==> config.mk <==
export PLATFORM = sky130hd
export DESIGN_NAME = instr_encoder
export DESIGN_NICKNAME = d
export VERILOG_FILES = /design/src/rtl/instr_encoder.sv
export SDC_FILE = /design/constraint.sdc
export NUM_CORES = 1
export LEC_CHECK = 0
export ABC_AREA = 1
export CAP_MARGIN = 0
export CORE_ASPECT_RATIO = 0.9
export CORE_MARGIN = 10
export CORE_UTILIZATION = 46
export CTS_CLUSTER_SIZE = 20
export DETAILED_ROUTE_END_ITERATION = 8
export GPL_TIMING_DRIVEN = 0
export PLACE_DENSITY = 0.77
export SYNTH_ARGS = -nofsm -noshare
export SYNTH_HDL_FRONTEND = slang
export SYNTH_SLANG_ARGS = --single-unit
==> constraint.sdc <==
create_clock -name clk -period 1.75 [get_ports clk]
set_input_delay 0.2625 -clock clk [delete_from_list [all_inputs] [get_ports clk]]
set_output_delay 0.2625 -clock clk [all_outputs]
set_load 0.05 [all_outputs]
==> src/rtl/instr_encoder.sv <==
// instr_encoder: packs decoded instruction fields into RV32I words and streams
// them into instruction memory through a registered word-write port.
// Optional feature macro: IMM_RANGE_CHECK_EN (reject unrepresentable immediates).
module instr_encoder #(
    parameter int unsigned ADDR_WIDTH = 12,
    parameter int unsigned DEPTH      = 1024,
    parameter int unsigned BASE_ADDR  = 0
) (
    input  logic                  clk,
    input  logic                  rst,
    input  logic                  start,
    input  logic                  finish,
    input  logic                  in_valid,
    output logic                  in_ready,
    input  logic [3:0]            kind,
    input  logic [4:0]            rd,
    input  logic [4:0]            rs1,
    input  logic [4:0]            rs2,
    input  logic [31:0]           imm,
    output logic                  we,
    output logic [ADDR_WIDTH-1:0] waddr,
    output logic [31:0]           wdata,
    output logic [ADDR_WIDTH-1:0] count,
    output logic                  full,
    output logic                  err
);

    localparam logic [1:0] S_IDLE = 2'd0;
    localparam logic [1:0] S_LOAD = 2'd1;
    localparam logic [1:0] S_FULL = 2'd2;

    localparam logic [3:0] K_ADD  = 4'd0;
    localparam logic [3:0] K_SUB  = 4'd1;
    localparam logic [3:0] K_ADDI = 4'd2;
    localparam logic [3:0] K_LW   = 4'd3;
    localparam logic [3:0] K_LBU  = 4'd4;
    localparam logic [3:0] K_SB   = 4'd5;
    localparam logic [3:0] K_BEQ  = 4'd6;
    localparam logic [3:0] K_BNE  = 4'd7;
    localparam logic [3:0] K_JAL  = 4'd8;
    localparam logic [3:0] K_JALR = 4'd9;
    localparam logic [3:0] K_LUI  = 4'd10;

    localparam logic [6:0] OP_R    = 7'b0110011;
    localparam logic [6:0] OP_IMM  = 7'b0010011;
    localparam logic [6:0] OP_LOAD = 7'b0000011;
    localparam logic [6:0] OP_JALR = 7'b1100111;
    localparam logic [6:0] OP_ST   = 7'b0100011;
    localparam logic [6:0] OP_BR   = 7'b1100011;
    localparam logic [6:0] OP_JAL  = 7'b1101111;
    localparam logic [6:0] OP_LUI  = 7'b0110111;

    localparam logic [31:0] NOP = 32'h0000_0013;

    localparam logic [ADDR_WIDTH-1:0] BASE_W  = ADDR_WIDTH'(BASE_ADDR);
    localparam logic [ADDR_WIDTH-1:0] DEPTH_W = ADDR_WIDTH'(DEPTH);
    localparam logic [ADDR_WIDTH-1:0] STEP_W  = ADDR_WIDTH'(4);
    localparam logic [ADDR_WIDTH-1:0] ONE_W   = ADDR_WIDTH'(1);

    logic [1:0]            state_q, state_d;
    logic                  we_q, we_d;
    logic [ADDR_WIDTH-1:0] waddr_q, waddr_d;
    logic [ADDR_WIDTH-1:0] ptr_q, ptr_d;
    logic [31:0]           wdata_q, wdata_d;
    logic [ADDR_WIDTH-1:0] count_q, count_d;
    logic                  full_q, full_d;
    logic                  err_q, err_d;

    logic [31:0]           enc_word;
    logic                  kind_bad;
    logic                  imm_bad;
    logic                  accept;
    logic [ADDR_WIDTH-1:0] count_inc;

    // Field packing per instruction format; illegal kinds fall back to NOP
    always_comb begin
        enc_word = NOP;
        kind_bad = 1'b0;
        case (kind)
            K_ADD:   enc_word = {7'b0000000, rs2, rs1, 3'b000, rd, OP_R};
            K_SUB:   enc_word = {7'b0100000, rs2, rs1, 3'b000, rd, OP_R};
            K_ADDI:  enc_word = {imm[11:0], rs1, 3'b000, rd, OP_IMM};
            K_LW:    enc_word = {imm[11:0], rs1, 3'b010, rd, OP_LOAD};
            K_LBU:   enc_word = {imm[11:0], rs1, 3'b100, rd, OP_LOAD};
            K_JALR:  enc_word = {imm[11:0], rs1, 3'b000, rd, OP_JALR};
            K_SB:    enc_word = {imm[11:5], rs2, rs1, 3'b000, imm[4:0], OP_ST};
            K_BEQ:   enc_word = {imm[12], imm[10:5], rs2, rs1, 3'b000,
                                 imm[4:1], imm[11], OP_BR};
            K_BNE:   enc_word = {imm[12], imm[10:5], rs2, rs1, 3'b001,
                                 imm[4:1], imm[11], OP_BR};
            K_JAL:   enc_word = {imm[20], imm[10:1], imm[11], imm[19:12], rd, OP_JAL};
            K_LUI:   enc_word = {imm[31:12], rd, OP_LUI};
            default: kind_bad = 1'b1;
        endcase
    end

`ifdef IMM_RANGE_CHECK_EN
    // Flag immediates that the selected format cannot represent exactly
    always_comb begin
        imm_bad = 1'b0;
        case (kind)
            K_ADDI, K_LW, K_LBU, K_JALR, K_SB:
                imm_bad = !((imm[31:11] == '0) || (imm[31:11] == '1));
            K_BEQ, K_BNE:
                imm_bad = imm[0] || !((imm[31:12] == '0) || (imm[31:12] == '1));
            K_JAL:
                imm_bad = imm[0] || !((imm[31:20] == '0) || (imm[31:20] == '1));
            K_LUI:
                imm_bad = (imm[11:0] != '0);
            default:
                imm_bad = 1'b0;
        endcase
    end
`else
    // Immediates are truncated to the encoded bits, never rejected
    always_comb begin
        imm_bad = 1'b0;
    end
`endif

    assign in_ready  = (state_q == S_LOAD) && !start;
    assign accept    = in_valid && in_ready;
    assign count_inc = count_q + ONE_W;

    // Session control and write-port next state; start overrides everything else
    always_comb begin
        state_d = state_q;
        we_d    = 1'b0;
        waddr_d = waddr_q;
        ptr_d   = ptr_q;
        wdata_d = wdata_q;
        count_d = count_q;
        full_d  = full_q;
        err_d   = err_q;
        if (start) begin
            state_d = S_LOAD;
            waddr_d = BASE_W;
            ptr_d   = BASE_W;
            count_d = '0;
            full_d  = 1'b0;
        end else begin
            if (accept) begin
                we_d    = 1'b1;
                waddr_d = ptr_q;
                ptr_d   = ptr_q + STEP_W;
                count_d = count_inc;
                if (kind_bad || imm_bad) begin
                    wdata_d = NOP;
                    err_d   = 1'b1;
                end else begin
                    wdata_d = enc_word;
                end
                if (count_inc == DEPTH_W) begin
                    full_d  = 1'b1;
                    state_d = S_FULL;
                end
            end
            if (finish && (state_q != S_IDLE)) begin
                state_d = S_IDLE;
            end
        end
    end

    // State registers with synchronous reset
    always_ff @(posedge clk) begin
        if (rst) begin
            state_q <= S_IDLE;
            we_q    <= 1'b0;
            waddr_q <= BASE_W;
            ptr_q   <= BASE_W;
            wdata_q <= '0;
            count_q <= '0;
            full_q  <= 1'b0;
            err_q   <= 1'b0;
        end else begin
            state_q <= state_d;
            we_q    <= we_d;
            waddr_q <= waddr_d;
            ptr_q   <= ptr_d;
            wdata_q <= wdata_d;
            count_q <= count_d;
            full_q  <= full_d;
            err_q   <= err_d;
        end
    end

    assign we    = we_q;
    assign waddr = waddr_q;
    assign wdata = wdata_q;
    assign count = count_q;
    assign full  = full_q;
    assign err   = err_q;

endmodule

# == Word level (Yosys, flattened, before mapping) ==
# Index checks and enable logic that the tools add are counted.
# op_classes
addsub,2
eq_ne,12
muxes,7
bitwise_logic,2
n_reduce_logical,15
# ops
operator,n
one-hot mux 32 bit (11 select lines),1
2-to-1 mux 32 bit,1
equality test 4 x 3 -> 1 bit (second input constant),4
adder 12 x 1 -> 12 bit (second input constant),1
adder 12 x 3 -> 12 bit (second input constant),1
equality test 12 x 11 -> 1 bit (second input constant),1
equality test 4 bit (second input constant),3
OR reduction 11 bit,1
equality test 4 x 2 -> 1 bit (second input constant),2
AND reduction 2 bit,3
nonzero test 3 bit,2
2-to-1 mux 1 bit,5
equality test 4 x 1 -> 1 bit (second input constant),1
zero test 4 bit,1
logical AND 1 bit,3
AND reduction 3 bit,1
OR reduction 3 bit,1
equality test 2 x 1 -> 1 bit (second input constant),1
NOT 1 bit,2
nonzero test 2 bit,1
OR reduction 2 bit,1
zero test 1 bit,1
# totals
regBits,73
in_bits,56
out_inout_bits,60
wordCells,47

# == Logic depth before layout (Yosys ltp) ==
# Gate-level depths: netlist of the first run.
# logic_depth
ltp_word,6
depth_mapped,12
depth_no_buf,12

# == Worst setup path after synthesis of the first run ==
# Ideal clock, no wire load.
# synth_path
path_type,reg-to-reg
from,reg count_q[1] (netlist: count[1])
to,reg state_q[0]
setup_ns,0.132
arrival_time_ns,1.729
slack_ns,-0.112
path_stages_with_launch,11
n_path_buf,0
synth_period_minus_slack_ns,1.862
cell_sequence,dfxtp_1 -> ha_1 -> nand3_1 -> nor2_1 -> nand3_1 -> nand2_1 -> nand3_1 -> nor2_1 -> nand2_1 -> nand2_1 -> a21oi_1
# synth_via
elab_chain_cells,4
# synth_lines
item,line,rtl
start: declaration,65,"logic [ADDR_WIDTH-1:0] count_q, count_d;"
start signal: assignment,181,count_q <= count_d;
adder 12 x 1 -> 12 bit,123,assign count_inc = count_q + ONE_W;
equality test 12 x 11 -> 1 bit,153,if (count_inc == DEPTH_W) begin
nonzero test 3 bit (no line),--,
AND reduction 2 bit (no line),--,
end signal: assignment,176,state_q <= state_d;
end: declaration,60,"logic [1:0] state_q, state_d;"
# No other way between the ends.
# A chain may end at the register's enable or synchronous reset.

# == Final worst setup path of the first run ==
# layout_path
from,in kind[2]
to,reg wdata_q[21] (netlist: wdata[21])
# layout_via
elab_chain_cells,3
# layout_lines
item,line,rtl
start: declaration,15,"input logic [3:0] kind,"
"equality test 4 bit, or another cell as far along",79,case (kind)
one-hot mux 32 bit (11 select lines) or OR reduction 11 bit (tied branches),--,
2-to-1 mux 32 bit *,147,if (kind_bad || imm_bad) begin
end signal: assignment,180,wdata_q <= wdata_d;
end: declaration,64,"logic [31:0] wdata_q, wdata_d;"
# Every way passes the cells marked *; elsewhere a longest branch is shown, timed or not.

==> impl_metrics.toml, run 1 <==
[status]
status = "complete, no violations"

[timing]
tns_ns = 0
fin_crit_ns = 1.68
worstMarginPinSlew_ns = 0.583
layout_setup_ws_ns = 0.0685
slew_headroom = 0.611
max_freq_mhz = 595
timing.final.crit_share = 0.961
hold_violations = 0
drv_slew = 0
fin_hold_ws_ns = 0.307
fin_skew_ns = 0.00900
setup_violations = 0

[power]
pwr-share-clk = 0.409
power.internal_mw = 2.60
cellPowerDensity_nw_per_um2 = 723
p_switching_mw = 1.02
power_frac_comb = 0.154
cellLeakagePower_nw = 2.30
sw_frac_of_total = 0.282
total_power_mw = 3.62
seqPwrFrac = 0.437
peakVddDrop_mv = 0.455

[die]
floorplan.die.width_um = 112
num_rows = 30
floorplan.initialDensity = 0.470
die-area_um2 = 11500
core_region_area_um2 = 7470
die_height_um = 103
ioPinCount = 116

[finish]
fin_util = 0.671
fin_area_um2 = 5010
drive_gt1_frac = 0.108
layout.nets = 711
layout_common_cells = "nand2_1 (134), a21oi_1 (70), dfxtp_1 (65), dlygate4sd2_1 (57), clkdlybuf4s50_1 (51)"
fin_cells = 753
antennaDiodeCount = 0
final_common_cell = "nand2_1"
syn_to_final_growth_pct = 42.8

[grt]
overflow = 0
grt_pass1_vias = 3786
grt_usage = 0.204
grt_max_degree = 14
antenna_found_initial = 0
grt_pass1_wl_um = 19400

[synth]
ys_types = 36
ys_async_sr_fraction = 0
syn_area_um2 = 3510
ys_seq_area_frac = 0.388
synth-seq-cells = 68
syn_avg_cell_area_um2 = 6.70
syn-instance-count = 524
synth-edff-count = 0
synth_warnings = 0
synth_flop_cell = "dfxtp_1"

[clocking]
htree_levels = 3
cts_root_buf = "clkbuf_8"
numCtsBuffers = 9
cts_tree = "done"
cts_buffer_depth = 2
cts_sinks = 68
cts.clk_slew.worst_paths_ns = 0.08
clock_latency_ns = 0.35

[setup_path]
path_max_fanout = 10
critPathMaxStageDelay_ns = 0.59
crit_top_cell = "nor2_2"
start_kind = "input port"
path_cells = "clkdlybuf4s50_1, nor2_2, buf_6, nand2_2, nand3_2, nor2_2, o21ai_1, nand2_1, a21oi_1"
worstPathRequired_ns = 1.96
arrival_ns = 1.90
endpoint_kind = "flip-flop"
cpMaxStageDelayCell = "clkdlybuf4s50_1"
cpLargestDelayFamily = "buffers and inverters"
reg2reg_slack_ns = 0.13
path_buf_inv = 2
crit_type = "in -> reg"

[detailed_routing]
postRouteWirelength_um = 12300
final_antenna_net_count = 0
routed-via-count = 4020
wl_per_cell_um = 16.4
drt_iter0_drc = 231
dr.pass1.iters = 6
drc = 0
viasPerCell = 5.34

[placement]
place_inst = 733
numPortBuffers = 112
dp_hpwl_um = 9510
placed_area_um2 = 4760
place_ws_ns = -0.405
gp_congestion = 0.917

[worst_hold_path]
min_path_type = "in -> reg"

[flow_run]
cap_viol_max_count = 0
[state kept, by name, summed over array words and instances (netlist names)]
signal and count:
waddr 10, state_q 2, count 12, full 1
err 1, ptr_q 10, we 1, wdata 31
[kinds of logic after synthesis]
logic type,synth area share
flops,0.388
simple gates,0.277
buf+inv,0.0919
fa+ha+maj,0.0107
xor+xnor,0.00250
other cells,0.00107
compound gates,0.229
[Yosys cell counts, types with 2 or more instances]
library cell	number	area (um^2)
clkinv_1	3	11.3
o21ai_0	36	180
nand3_1	21	105
inv_2	5	18.8
o21ai_1	6	30.0
a22oi_1	2	15.0
buf_4	3	22.5
nor2_2	4	25.0
nand4_1	4	25.0
inv_1	49	184
o22ai_1	2	12.5
nor2_1	50	188
a21oi_1	70	350
dfxtp_1	68	1360
o211ai_2	2	25.0
o21a_1	2	15.0
nand2_2	5	31.3
a211oi_1	4	30.0
o211ai_1	11	82.6
nand2_1	138	518
a32o_1	5	50.1
clkbuf_1	11	41.3
buf_2	6	30.0
ha_1	3	37.5
nor2_4	3	33.8
[routing by layer]
layer,up-vias,track usage,share of wire
met5,-,0,0
met4,0,0.0575,0.015
met3,19,0.0739,0.093
met2,142,0.338,0.47
met1,1874,0.244,0.43
li1,1985,-,-
[timing repair]
item / CTS / global route
pin swaps: 0 / 2
endpoints found under the setup margin: 63 / 41
resized for setup: 60 / 31
setup buffers: 0 / 4
hold buffers: 0 / 0
[worst paths after layout]
path	startpoint	end	depth (start not counted)
min	rst	wdata[26]	2
max reg2reg	count[2]	state_q[0]	9
min reg2reg	full	full	2
max	kind[2]	wdata[21]	9
[final cells by class]
class                      instances  area, um^2
tap                               96         120
clock buffer                       9         124
inverter                          57         214
clock inverter                     7         100
timing repair buffer             116        1090
multi-input combinational        378        1870
fill                             696        2460
buffer                            22         119
sequential                        68        1370
[power groups by stage]
stage | clock [mW] | sequential [mW] | combinational [mW]
2_1_floorplan | 0 | 1.69 | 0.230
3_3_place_gp | 0 | 1.62 | 0.548
3_5_place_dp | 0 | 1.62 | 0.551
4_1_cts | 1.49 | 1.58 | 0.538
5_1_grt | 1.55 | 1.59 | 0.605
6_report | 1.48 | 1.58 | 0.560
Power figures use the tool's default switching activity.
==> inputs of run 2 (changes only) <==
--- a/config.mk
+++ b/config.mk
@@ -7,7 +7,6 @@
 export LEC_CHECK = 0
 export ABC_AREA = 1
 export CAP_MARGIN = 0
-export CORE_ASPECT_RATIO = 0.9
 export CORE_MARGIN = 10
 export CORE_UTILIZATION = 46
 export CTS_CLUSTER_SIZE = 20
==> run 2 against run 1 <==
Final cell count is 0.13% lower. Non-clock buffer count decreased by 4. Clock skew about the same. Utilization increased by 0.86 points. Die area hardly changed. Sequential power is essentially flat. Count of clock-buffer cells in the layout increased by 1. Register-to-register slack improved by 0.02 ns. Setup slack worse by 0.029 ns. Critical path type is now reg -> out. Critical endpoint is now we. Largest cell class unchanged.
==> impl_metrics.toml, run 2 (same netlist as run 1, synthesis figures left out) <==
[detailed_routing]
drt_iter0_drc = 197
drc = 0
postRouteWirelength_um = 11800
final_antenna_net_count = 0
dr.pass1.iters = 5
viasPerCell = 5.21
routed-via-count = 3919
wl_per_cell_um = 15.7

[power]
cellPowerDensity_nw_per_um2 = 744
cellLeakagePower_nw = 2.27
peakVddDrop_mv = 0.549

[status]
status = "complete, no violations"

[finish]
fin_area_um2 = 4980
drive_gt1_frac = 0.0980
antennaDiodeCount = 0
largest_register_ffs = 31
layout.nets = 707
fin_util = 0.680
syn_to_final_growth_pct = 41.9
layout_common_cells = "nand2_1 (136), a21oi_1 (70), dfxtp_1 (65), dlygate4sd2_1 (56), clkdlybuf4s50_1 (51)"
final_common_cell = "nand2_1"

[die]
num_rows = 31
die-area_um2 = 11500
ioPinCount = 116
core_region_area_um2 = 7330
floorplan.die.width_um = 107
floorplan.initialDensity = 0.479
die_height_um = 107

[clocking]
cts_root_buf = "clkbuf_8"
numCtsBuffers = 9
cts.clk_slew.worst_paths_ns = 0.08
cts_buffer_depth = 2
cts_sinks = 68
clock_latency_ns = 0.35
cts_setup_buffers = 0
cts_tree = "done"
htree_levels = 3

[timing]
timing.final.crit_share = 0.978
fin_skew_ns = 0.00918
layout_setup_ws_ns = 0.0391
drv_slew = 0
fin_crit_ns = 1.71
rsz0062_at_grt = "yes"
fin_hold_ws_ns = 0.276
tns_ns = 0
max_freq_mhz = 584
hold_violations = 0
worstMarginPinSlew_ns = 0.568
setup_violations = 0
slew_headroom = 0.622

[worst_hold_path]
min_path_type = "in -> reg"

[setup_path]
start_kind = "flip-flop"
critPathMaxStageDelay_ns = 0.79
path_max_fanout = 1
path_buf_inv = 1
worstPathRequired_ns = 1.49
arrival_ns = 1.45
endpoint_kind = "output port"
cpLargestDelayFamily = "buffers and inverters"
crit_type = "reg -> out"
cpMaxStageDelayCell = "clkdlybuf4s50_1"
path_cells = "clkdlybuf4s50_1"

[grt]
grt_usage = 0.204
grt_max_degree = 13
grt_pass1_wl_um = 19300
grtUsageMet2 = 0.363
grtUsageMet3 = 0.0832
grt_pass1_vias = 3997
busiest_layer = "met2"
overflow = 0
use_met1 = 0.214
antenna_found_initial = 0

[placement]
placed_area_um2 = 4760
gp_congestion = 0.921
place_ws_ns = -0.335
dp_hpwl_um = 9160
numPortBuffers = 112

[flow_run]
cap_viol_max_count = 0
-- run 2: changes by cell type in the layout (fill, tap and decap cells not counted), moves of 2 or more --
cell	delta
clkinvlp_4	-2
buf_4	-3
nor2_2	-2
nand2_4	-3
nand2_1	+2
-- run 2: area by class of cell --
| cell class | count | area (um^2) |
|---|---|---|
| fillers | 680 | 2350 |
| multi-input cells | 378 | 1860 |
| repair buffers | 112 | 1060 |
| plain buffers | 22 | 123 |
| clock buffers | 10 | 128 |
| well taps | 99 | 124 |
| inverters | 57 | 214 |
| clock inverters | 6 | 111 |
| flip-flops and latches | 68 | 1370 |
-- run 2: path summary, 6_finish.rpt --
check                           slack (ns)  cells after the start    endpoint  startpoint
worst max-delay path                  0.04                      1          we          we
worst min-delay path                  0.28                      2   wdata[27]         rst
worst max register to register        0.15                     11  state_q[1]    count[1]
worst min register to register        0.46                      2   wdata[23]   wdata[23]
-- run 2: repair_timing --
action	CTS	global route
setup endpoints to repair	58	57
hold buffers	0	0
gates resized for setup	60	32
pin swaps	0	1
-- run 2: layer usage --
layer  wire length (um)  up-vias
met1               4540     1766
met4                172        0
met5                  0        -
met2               5860      163
met3               1260       17
li1                   -     1973
-- run 2: report_power, final --
group	switching [mW]	internal (mW)	leakage (nW)	total (mW)
sequential	0.0164	1.57	0.551	1.58
combinational	0.325	0.217	1.60	0.542
clock	0.632	0.950	0.117	1.58
-- run 2: metrics by stage --
stage / power (mW) / cells
floorplan: 1.92 / 525
global placement: 2.16 / 736
detailed placement: 2.17 / 736
CTS: 3.71 / 752
global route: 3.82 / 752
finish: 3.71 / 752
==> inputs of run 3 (changes only) <==
==> constraint.sdc (replaced) <==
create_clock -name clk -period 1.75 [get_ports clk]
set_input_delay 0.35 -clock clk [delete_from_list [all_inputs] [get_ports clk]]
set_output_delay 0.35 -clock clk [all_outputs]
set_load 0.01 [all_outputs]
==> run 3 against run 2 <==
Fmax grew 1.3%. Critical path depth unchanged. Clock power is 8% higher. Worst hold slack improved by 0.080 ns. Sequential power barely moved. Combinational power decreased by 10%. Final cell count increased by 0.66%. First-iteration DRC count is 9.6% higher. Setup slack improved by 0.023 ns. Flip-flop and latch count is the same. Non-clock buffer count increased by 6. Power grew 1.7%. Critical endpoint is now count[6]. Largest cell class unchanged.
==> impl_metrics.toml, run 3 (same netlist as run 1, synthesis figures left out) <==
[clocking]
htree_levels = 3
numCtsBuffers = 9
cts_buffer_depth = 2
cts.clk_slew.worst_paths_ns = 0.08
cts_root_buf = "clkbuf_8"
hold_buffers = 0
cts_sinks = 68
cts_tree = "done"
clock_latency_ns = 0.34

[grt]
antenna_found_initial = 0
grt_max_degree = 13
grt_pass1_vias = 3785
grt_pass1_wl_um = 18600
grt_usage = 0.197
overflow = 0

[placement]
gp_congestion = 0.913
dp_hpwl_um = 9240
numPortBuffers = 112

[setup_path]
start_kind = "flip-flop"
critPathMaxStageDelay_ns = 0.58
cp.depth = 1
crit_type = "reg -> out"
path_cells = "clkdlybuf4s50_1"
arrival_ns = 1.34
worstReg2RegEnd = "ptr_q[11]"
cpLargestDelayFamily = "buffers and inverters"
crit_end = "count[6]"
path_max_fanout = 5
r2r_start = "state_q[0]"
r2r_cells = 10
reg2reg_slack_ns = 0.13
path_buf_inv = 1
endpoint_kind = "output port"
worstPathRequired_ns = 1.40
startpoint = "count[6]"
cpMaxStageDelayCell = "clkdlybuf4s50_1"

[detailed_routing]
dr.pass1.iters = 5
wl_per_cell_um = 15.6
final_antenna_net_count = 0
drc = 0
routed-via-count = 3956
drt_iter0_drc = 216
viasPerCell = 5.23
postRouteWirelength_um = 11800

[finish]
layout_common_cells = "nand2_1 (132), clkdlybuf4s50_1 (106), a21oi_1 (70), dfxtp_1 (60), inv_1 (49)"
final_common_cell = "nand2_1"
syn_to_final_growth_pct = 47.4
antennaDiodeCount = 0
layout.nets = 713
drive_gt1_frac = 0.128
largest_register_ffs = 31

[die]
floorplan.die.width_um = 107
floorplan.initialDensity = 0.479
core_region_area_um2 = 7330
ioPinCount = 116
num_rows = 31
die-area_um2 = 11500
die_height_um = 107

[power]
sw_frac_of_total = 0.233
power.internal_mw = 2.89
seqPwrFrac = 0.420
power_frac_comb = 0.129
pwr-share-clk = 0.451
peakVddDrop_mv = 0.538
total_power_mw = 3.77
p_switching_mw = 0.880
cellPowerDensity_nw_per_um2 = 729
cellLeakagePower_nw = 2.07

[timing]
worstMarginPinSlew_ns = 0.607
hold_violations = 0
fin_crit_ns = 1.69
slew_headroom = 0.596
fin_skew_ns = 0.0106
fin_hold_ws_ns = 0.356
max_freq_mhz = 592
timing.final.crit_share = 0.965
drv_slew = 0
setup_violations = 0

[flow_run]
cap_viol_max_count = 0

[worst_hold_path]
min_path_type = "in -> reg"
holdPathStages = 2

[status]
status = "complete, no violations"
[run 3: cell types whose count changed in the layout (fill, tap and decap cells not counted), sizes merged, moves of 2 or more]
| cell | previous run | this run |
|---|---|---|
| clkbuf | 24 | 22 |
| buf | 9 | 15 |
| dlygate4sd2 | 56 | 3 |
| clkdlybuf4s50 | 51 | 106 |
[run 3: final cells by class]
| cell class | count | area, um^2 |
|---|---|---|
| sequential | 68 | 1380 |
| timing repair buffer | 118 | 1170 |
| buffer | 22 | 130 |
| clock inverter | 6 | 138 |
| inverter | 57 | 214 |
| tap | 99 | 124 |
| clock buffer | 9 | 124 |
| multi-input combinational | 378 | 1900 |
| fill | 642 | 2160 |
[run 3: how the worst min path moves through the flow]
stage | startpoint | end | slack (ns)
after floorplan | ptr_q[11] | ptr_q[11] | 0.44
after global placement | full | full | 0.45
after detailed placement | full | full | 0.45
after CTS | rst | wdata[25] | 0.35
after global routing | rst | wdata[25] | 0.39
final | rst | wdata[25] | 0.36
[run 3: per-stage QoR]
stage | util | area, um^2 | instances | setup slack, ns | setup TNS, ns
final | 0.706 | 5170 | 757 | 0.0617 | 0
after CTS | 0.688 | 5040 | 752 | 0.00118 | 0
after global routing | 0.706 | 5170 | 757 | -0.0258 | -0.0640
after detailed placement | 0.649 | 4760 | 736 | -0.385 | -18.42
after global placement | 0.649 | 4760 | 736 | -0.368 | -17.49
after floorplan | - | 3510 | 525 | 0.261 | 0
[run 3: power groups by stage]
stage / Clock [mW] / Sequential (mW) / Combinational [mW]
after floorplan: 0 / 1.63 / 0.217
after global placement: 0 / 1.62 / 0.464
after detailed placement: 0 / 1.62 / 0.469
after CTS: 1.72 / 1.59 / 0.473
after global routing: 1.78 / 1.59 / 0.531
final: 1.70 / 1.59 / 0.487
[run 3: what timing repair did]
action	4_1_cts	5_1_grt
pin swaps	1	4
hold endpoints to repair	0	0
resized for setup	12	41
endpoints found under the setup margin	20	63
setup buffers	1	5
[run 3: per-layer routing]
metal	routed length, um	global-route usage	vias up
met1	4510	0.208	1801
li1	-	-	1984
met5	0	0	-
met3	1340	0.0982	16
met4	206	0.0563	0
met2	5780	0.340	155
